$ cat config.mk
export PLATFORM = sky130hd
export DESIGN_NAME = sound_player
export DESIGN_NICKNAME = d
export VERILOG_FILES = /design/src/rtl/sound_player.sv
export SDC_FILE = /design/constraint.sdc
export NUM_CORES = 1
export LEC_CHECK = 0
export ABC_AREA = 1
export CORE_ASPECT_RATIO = 1.1
export CORE_UTILIZATION = 40
export CTS_BUF_LIST = sky130_fd_sc_hd__clkbuf_4 sky130_fd_sc_hd__clkbuf_8
export DETAILED_ROUTE_END_ITERATION = 6
export GPL_ROUTABILITY_DRIVEN = 1
export PLACE_DENSITY = 0.67
export SETUP_SLACK_MARGIN = 0.15
export SLEW_MARGIN = 20
export SYNTH_ARGS = -nofsm -noshare
export SYNTH_HDL_FRONTEND = slang
export SYNTH_SLANG_ARGS = --single-unit
$ cat constraint.sdc
create_clock -name clk -period 3.6 [get_ports clk]
set_clock_uncertainty 0.15 [all_clocks]
set_input_delay 0.36 -clock clk [delete_from_list [all_inputs] [get_ports clk]]
set_output_delay 0.36 -clock clk [all_outputs]
set_load 0.005 [all_outputs]
$ cat src/rtl/sound_player.sv
// Game sound sequencer: plays a short per-code note sequence as a square wave on pwm.
// Optional feature macro SOUND_VOLUME_EN adds a volume port and an 8-bit duty carrier.
module sound_player #(
  parameter int CLK_HZ      = 100_000_000,
  parameter int NOTE_CYCLES = 12_500_000,
  parameter int GAP_CYCLES  = 2_500_000
) (
  input  logic       clk,
  input  logic       rstn,
  input  logic [2:0] sound_code,
  input  logic       play_sound,
`ifdef SOUND_VOLUME_EN
  input  logic [1:0] volume,
`endif
  output logic       pwm,
  output logic       busy
);

  localparam int MAX_SLOT = (NOTE_CYCLES > GAP_CYCLES) ? NOTE_CYCLES : GAP_CYCLES;
  localparam int CNT_W    = $clog2(MAX_SLOT + 1);
  localparam int HALF_W   = $clog2(CLK_HZ / (2 * 262) + 1);

  localparam logic [HALF_W-1:0] H220  = HALF_W'(CLK_HZ / (2 * 220));
  localparam logic [HALF_W-1:0] H262  = HALF_W'(CLK_HZ / (2 * 262));
  localparam logic [HALF_W-1:0] H330  = HALF_W'(CLK_HZ / (2 * 330));
  localparam logic [HALF_W-1:0] H392  = HALF_W'(CLK_HZ / (2 * 392));
  localparam logic [HALF_W-1:0] H523  = HALF_W'(CLK_HZ / (2 * 523));
  localparam logic [HALF_W-1:0] H659  = HALF_W'(CLK_HZ / (2 * 659));
  localparam logic [HALF_W-1:0] H784  = HALF_W'(CLK_HZ / (2 * 784));
  localparam logic [HALF_W-1:0] H1047 = HALF_W'(CLK_HZ / (2 * 1047));

  localparam logic [CNT_W-1:0] NOTE_LAST = CNT_W'(NOTE_CYCLES - 1);
  localparam logic [CNT_W-1:0] GAP_LAST  = CNT_W'(GAP_CYCLES - 1);

  typedef enum logic [1:0] {
    IDLE = 2'd0,
    NOTE = 2'd1,
    GAP  = 2'd2
  } state_e;

  state_e            state_q, state_d;
  logic [2:0]        code_q, code_d;
  logic [1:0]        idx_q, idx_d;
  logic [CNT_W-1:0]  cnt_q, cnt_d;
  logic [HALF_W-1:0] hcnt_q, hcnt_d;
  logic              phase_q, phase_d;
  logic              pwm_q, pwm_d;
  logic              busy_q, busy_d;
  logic [HALF_W-1:0] half_s;
  logic              last_s;
  logic              start_s;

`ifdef SOUND_VOLUME_EN
  logic [7:0] car_q, car_d;
  logic [8:0] duty_s;
`endif

  assign start_s = play_sound && (sound_code != 3'd0);

  // Note ROM: half-period and last-note flag for the current code and note slot
  always_comb begin
    half_s = H523;
    last_s = 1'b1;
    case ({code_q, idx_q})
      5'b001_00: begin half_s = H523;  last_s = 1'b1; end
      5'b010_00: begin half_s = H659;  last_s = 1'b1; end
      5'b011_00: begin half_s = H784;  last_s = 1'b0; end
      5'b011_01: begin half_s = H523;  last_s = 1'b1; end
      5'b100_00: begin half_s = H220;  last_s = 1'b0; end
      5'b100_01: begin half_s = H220;  last_s = 1'b1; end
      5'b101_00: begin half_s = H659;  last_s = 1'b0; end
      5'b101_01: begin half_s = H784;  last_s = 1'b1; end
      5'b110_00: begin half_s = H523;  last_s = 1'b0; end
      5'b110_01: begin half_s = H659;  last_s = 1'b0; end
      5'b110_10: begin half_s = H784;  last_s = 1'b0; end
      5'b110_11: begin half_s = H1047; last_s = 1'b1; end
      5'b111_00: begin half_s = H392;  last_s = 1'b0; end
      5'b111_01: begin half_s = H330;  last_s = 1'b0; end
      5'b111_10: begin half_s = H262;  last_s = 1'b1; end
      default:   begin half_s = H523;  last_s = 1'b1; end
    endcase
  end

  // Next-state: a nonzero trigger restarts from note 0 in any state
  always_comb begin
    state_d = state_q;
    code_d  = code_q;
    idx_d   = idx_q;
    cnt_d   = cnt_q;
    hcnt_d  = hcnt_q;
    phase_d = phase_q;
    if (start_s) begin
      state_d = NOTE;
      code_d  = sound_code;
      idx_d   = 2'd0;
      cnt_d   = '0;
      hcnt_d  = '0;
      phase_d = 1'b1;
    end else begin
      case (state_q)
        IDLE: begin
          state_d = IDLE;
        end
        NOTE: begin
          if (hcnt_q == half_s - HALF_W'(1)) begin
            hcnt_d  = '0;
            phase_d = ~phase_q;
          end else begin
            hcnt_d  = hcnt_q + HALF_W'(1);
          end
          if (cnt_q == NOTE_LAST) begin
            state_d = GAP;
            cnt_d   = '0;
            hcnt_d  = '0;
            phase_d = 1'b0;
          end else begin
            cnt_d   = cnt_q + CNT_W'(1);
          end
        end
        GAP: begin
          if (cnt_q == GAP_LAST) begin
            cnt_d = '0;
            if (last_s) begin
              state_d = IDLE;
              code_d  = 3'd0;
              idx_d   = 2'd0;
            end else begin
              state_d = NOTE;
              idx_d   = idx_q + 2'd1;
              hcnt_d  = '0;
              phase_d = 1'b1;
            end
          end else begin
            cnt_d = cnt_q + CNT_W'(1);
          end
        end
        default: begin
          state_d = IDLE;
          code_d  = 3'd0;
          idx_d   = 2'd0;
          cnt_d   = '0;
          hcnt_d  = '0;
          phase_d = 1'b0;
        end
      endcase
    end
  end

`ifdef SOUND_VOLUME_EN
  assign car_d = car_q + 8'd1;

  // Output decode, with the tone gated by the volume duty carrier
  always_comb begin
    case (volume)
      2'd0:    duty_s = 9'd0;
      2'd1:    duty_s = 9'd64;
      2'd2:    duty_s = 9'd128;
      2'd3:    duty_s = 9'd256;
      default: duty_s = 9'd256;
    endcase
    busy_d = (state_d != IDLE);
    if (state_d == NOTE) begin
      pwm_d = phase_d && ({1'b0, car_d} < duty_s);
    end else begin
      pwm_d = 1'b0;
    end
  end
`else
  // Output decode from next-state so the registered outputs show t+1 latency
  always_comb begin
    busy_d = (state_d != IDLE);
    if (state_d == NOTE) begin
      pwm_d = phase_d;
    end else begin
      pwm_d = 1'b0;
    end
  end
`endif

  // State and datapath registers
  always_ff @(posedge clk or negedge rstn) begin
    if (!rstn) begin
      state_q <= IDLE;
      code_q  <= 3'd0;
      idx_q   <= 2'd0;
      cnt_q   <= '0;
      hcnt_q  <= '0;
      phase_q <= 1'b0;
      pwm_q   <= 1'b0;
      busy_q  <= 1'b0;
`ifdef SOUND_VOLUME_EN
      car_q   <= 8'd0;
`endif
    end else begin
      state_q <= state_d;
      code_q  <= code_d;
      idx_q   <= idx_d;
      cnt_q   <= cnt_d;
      hcnt_q  <= hcnt_d;
      phase_q <= phase_d;
      pwm_q   <= pwm_d;
      busy_q  <= busy_d;
`ifdef SOUND_VOLUME_EN
      car_q   <= car_d;
`endif
    end
  end

  assign pwm  = pwm_q;
  assign busy = busy_q;

endmodule
-- Yosys cells after proc, flatten, opt, wreduce, memory -nomap -nowiden
Memory sizes are Yosys's and may differ from the RTL's.
Index checks and enable logic that the tools add are counted.
- bits in registers: 52
- bits in read-only memories: 608
- output and inout bits: 2
- word-level logic and storage cells: 63
- memories kept: 1
- add/sub/neg operators: 4
- eq/ne operators: 11
- muxes and demuxes: 30
- bitwise logic cells: 1
- reductions and logical operators: 8
- memory list (memory ; words ; bits a word ; rd ports ; clocked after Yosys merged registers in ; wr ports ; line ; source):
    (name not given) ; 32 ; 19 ; 1 ; 0 ; 0 ; 64 ; case ({code_q, idx_q})
- operators with widths (operator ; number):
    two-way mux 18 bit ; 5
    two-way mux 24 bit ; 3
    case mux 24 bit (3 select lines) ; 1
    case mux 18 bit (3 select lines) ; 1
    adder 24 x 1 -> 24 bit (second input constant) ; 1
    equality test 24 x 22 -> 1 bit (second input constant) ; 1
    equality test 24 bit (second input constant) ; 1
    adder 18 x 1 -> 18 bit (second input constant) ; 1
    equality test 18 bit ; 1
    subtractor 18 x 1 -> 18 bit (second input constant) ; 1
    two-way mux 2 bit ; 6
    two-way mux 3 bit ; 3
    inequality test 3 bit (second input constant) ; 3
    case mux 2 bit (2 select lines) ; 2
    two-way mux 1 bit ; 7
    case mux 3 bit (2 select lines) ; 1
    AND reduction 3 bit ; 2
    equality test 2 x 1 -> 1 bit (second input constant) ; 2
    case mux 1 bit (3 select lines) ; 1
    nonzero test 3 bit ; 1
    adder 2 x 1 -> 2 bit (second input constant) ; 1
    equality test 2 bit (second input constant) ; 1
    zero test 2 bit ; 1
    inequality test 2 x 1 -> 1 bit (second input constant) ; 1
    6 further kinds ; 6

-- Logic depth before layout (Yosys ltp)
An unclocked memory read counts as a cell.
- depth in word-level cells: 8
- mapped depth: 24

-- Worst setup path before layout
Ideal clock, no wire load.
- kind: register -> register
- from: reg idx_q[1]
- to: reg hcnt_q[16]
- library setup time: 120 ps
- arrival: 2873 ps
- data required time: 3330 ps
- setup slack: 457 ps
- cell stages (with the launch flop): 20
- clock period less this slack: 3143 ps
- path through: dfrtp_1 -> inv_1 -> ha_1 -> nand2_1 -> o21ai_2 -> inv_2 -> a21oi_2 -> ha_1 -> nand2_1 -> nor2_2 -> nand3_1 -> nand2_1 -> nand2_1 -> nand2_1 -> nand3b_1 -> nor2_1 -> nand3_2 -> a31oi_4 -> buf_4 -> nor2_1
- word-level cells in the longest chain between the ends: 7
- elaborated cells between the ends (all ways): 9
- classes of those cells: add/sub: 1; eq/ne: 2; mux: 4; reduce/logical: 1; memory: 1
- ends and longest elaborated chain (item ; line ; source):
    start, declared ; 43 ; logic [1:0] idx_q, idx_d;
    start signal, assigned ; 197 ; idx_q <= idx_d;
    memory read (32 x 19 bit) (*) ; - ;
    subtractor 18 x 1 -> 18 bit ; 105 ; if (hcnt_q == half_s - HALF_W'(1)) begin
    equality test 18 bit ; 105 ;
    two-way mux 18 bit ; 105 ;
    two-way mux 18 bit ; 111 ; if (cnt_q == NOTE_LAST) begin
    case mux 18 bit (3 select lines) ; 100 ; case (state_q)
    two-way mux 18 bit ; 92 ; if (start_s) begin
    end signal, assigned ; 199 ; hcnt_q <= hcnt_d;
    end, declared ; 45 ; logic [HALF_W-1:0] hcnt_q, hcnt_d;
Mark *: on every way between the ends. The rest lies on a longest branch, timed or not.
A chain may end at the register's enable or synchronous reset.

-- Worst setup path after layout
- from: reg idx_q[1]
- to: reg hcnt_q[1]
The elaborated chain is that of the path after synthesis.

==> qor.yml <==
status: "finished, violations left"
failed_checks: "hold timing"
num-fill-cells: 924
dr.pass1.iters: 5
wl_met1_um: 3980
layout_common_cells: "nand2_1 (120), nor2_1 (70), inv_1 (68), dfrtp_1 (50), nand3_1 (47)"
die_area_mm2: 0.0101
ctsRootBufferMaster: "clkbuf_8"
min_period_ps: 3280
cpMostUsedCell: "nand2_1"
synth_nets: 579
grt_pass1_vias: 3718
port_buffers: 7
track_usage_pct: 20.9
wl_met3_um: 456
remaining_drc_errors: 0
fin_area_mm2: 0.00435
power_density_mw_per_mm2: 297
numCtsBuffers: 5
grt_pass1_wl_um: 16600
num_vias: 3776
place.gp.congestion: 0.984
coreArea_mm2: 0.00940
synth-edff-count: 0
cp.required_ps: 3640
n_antenna_cell: 0
worstMarginPinSlew_ps: 851
layout_commonest_cell: "nand2_1"
nets: 607
critPathLaunchType: "flop"
hold_viol_final: 22
max_freq_ghz: 0.305
ios: 8
r2r_cells: 21
yosysSeqAreaShare_pct: 33.6
ant_nets: 0
power_uw: 1290
place_area_mm2: 0.00415
num_rows: 37
crit_path_top_delay_cell: "dfrtp_2"
maxCapViolCount: 0
highest_layer: "met4"
path_depth: 21
irDropWorstVdd_mv: 0.158
synth_ff_type: "dfrtp_1"
leakage_uw: 0.00197
drive_above_1_share_pct: 12.3
ctsHoldBuffers: 0
r2r_slack_ps: 320
worstReg2RegStart: "idx_q[1]"
ys_ff_latch: 52
cp_top_family: "simple AND/OR/NAND/NOR gates"
cts_tree: "built"
yosys_warnings: 0
syn_area_per_cell_um2: 6.94
end_kind: "flop"
hold-worst-slack_ps: -17.7
synth_cell_types: 42
cp_slowest_stage_delay_ps: 460
cp.arrival_ps: 3320
drtIter0Drc: 234
dr_wl_met2_um: 4830
r2r_end: "hcnt_q[1]"
worstSetupPathType: "reg -> reg"
via_per_inst: 5.36
area_growth_pct: 12.3
finalMaxSlewViolations: 0
cts.sinks: 52
rsz0062_at_grt: "no"
die_height_um: 105
antenna_found_initial: 0
syn_inst: 558
h-tree-depth: 2
setup_viol: 0
path_clk_slew_ps: 110
min_path_type: "in -> async"
start_util_pct: 41.2
overflow: 0
crit_path_cell_trace: "inv_4 -> ha_2 -> nand2_1 -> o21ai_2 -> inv_2 -> a21oi_2 -> ha_2 -> nand2_1 -> nor2_4 -> nand3_2 -> inv_1 -> nand2_1 -> nand2_1 -> nand2_1 -> nor2_2 -> nand3_1 -> nor2_2 -> nor4_2 -> buf_4 -> nand2_1 -> o21ai_0"
clkLatencyLatePin_ps: 330
async_reset_ff_share_pct: 100
totalWireLength_um: 9680
cp_num_buf_inv: 4
relSlewSlack_pct: 43.3
hpwl_um: 7510
fin_crit_sh_pct: 91.1
grt_max_degree: 37
worstPathMaxFanout: 8
wl_per_cell_um: 13.8
syn_area_mm2: 0.00387
clockBufferDepth: 2
die_w_um: 95.8
==> power by group <==
part           internal [µW]  switching [µW]  leakage, µW
clock network            147             222    0.0000511
registers                593            12.5     0.000693
logic                    111             207      0.00123
==> repair_timing <==
action / in CTS / in global routing
pin swaps: 1 / 5
setup buffers: 2 / 5
resized for setup: 5 / 14
gates cloned: 0 / 0
setup endpoints to repair: 19 / 20
==> sequential cells by signal, indices dropped and copies added, names as in the netlist <==
signal   cells
cnt_q       24
state_q      2
code_q       3
phase_q      1
pwm          1
hcnt_q      18
idx_q        2
busy         1
==> cell families (layout without fill, tap and decap cells) <==
kind of cell             count (synthesis)  after routing  share of synthesized area (%)
AO/OA/AOI/OAI                           67             67                           10.7
flip-flops                              52             52                           33.6
buffers and inverters                   89            118                           8.98
adder cells (fa/ha/maj)                 15             15                           4.84
XOR/XNOR                                30             30                           6.78
AND/OR/NAND/NOR                        305            305                           35.1
==> worst max-delay path by stage <==
stage | startpoint | to | slack [ps]
CTS | idx_q[1] | hcnt_q[1] | 160
global route | idx_q[1] | hcnt_q[1] | 130
detailed placement | idx_q[1] | hcnt_q[1] | -60
finish | idx_q[1] | hcnt_q[1] | 320
global placement | idx_q[1] | pwm | 140
floorplan | idx_q[1] | hcnt_q[16] | 460
==> cell usage after synthesis (3+ instances only) <==
| cell | instances | area, µm² |
|---|---|---|
| a21oi_1 | 15 | 75.1 |
| a31oi_1 | 3 | 18.8 |
| buf_4 | 3 | 22.5 |
| dfrtp_1 | 52 | 1300 |
| ha_1 | 15 | 188 |
| inv_1 | 70 | 263 |
| inv_2 | 11 | 41.3 |
| nand2_1 | 123 | 462 |
| nand3_1 | 48 | 240 |
| nand4_1 | 14 | 87.6 |
| nor2_1 | 73 | 274 |
| nor3_1 | 22 | 110 |
| nor4_1 | 9 | 56.3 |
| o21a_1 | 4 | 30.0 |
| o21ai_0 | 23 | 115 |
| o21ai_1 | 5 | 25.0 |
| o21bai_1 | 3 | 22.5 |
| o22ai_1 | 3 | 18.8 |
| or2_2 | 4 | 25.0 |
| xnor2_1 | 4 | 35.0 |
| xor2_1 | 26 | 228 |
==> cell type report <==
cell class	instances	area (µm²)	area share (%)
clock buffer	5	68.8	1.58
clock inverter	3	28.8	0.661
timing repair buffer	28	230	5.29
inverter	82	310	7.13
multi-input combinational	417	2260	52.0
tap	117	146	3.36
sequential	52	1300	30.0
==> metal layers <==
layer / vias to the layer above / GRT usage (%)
met5: - / 0
met4: 0 / 11.2
met3: 37 / 3.39
met2: 119 / 36.1
met1: 1752 / 24.4
li1: 1868 / -
==> metrics by stage <==
stage          worst slack (ps)  utilization, %  std cells  hold WS [ps]  TNS (ps)
5_1_grt                     130            46.3        704          45.9         0
2_1_floorplan               457               -        558         -85.6         0
3_3_place_gp                138            44.2        689           353         0
4_1_cts                     156            45.4        699          1.47         0
3_5_place_dp              -55.8            44.2        689           360      -171
6_report                    322            46.3        704         -17.7         0
==> worst register-to-register path, cell delays in order, from the launching register on <==
cell	delay (ps)
dfrtp_2	460
inv_4	110
ha_2	240
nand2_1	120
o21ai_2	160
inv_2	60
a21oi_2	140
ha_2	240
nand2_1	100
nor2_4	180
nand3_2	130
inv_1	110
nand2_1	60
nand2_1	50
nand2_1	50
nor2_2	140
nand3_1	130
nor2_2	150
nor4_2	50
buf_4	170
nand2_1	60
o21ai_0	90
Note: power is estimated with default switching activity, not from simulation.
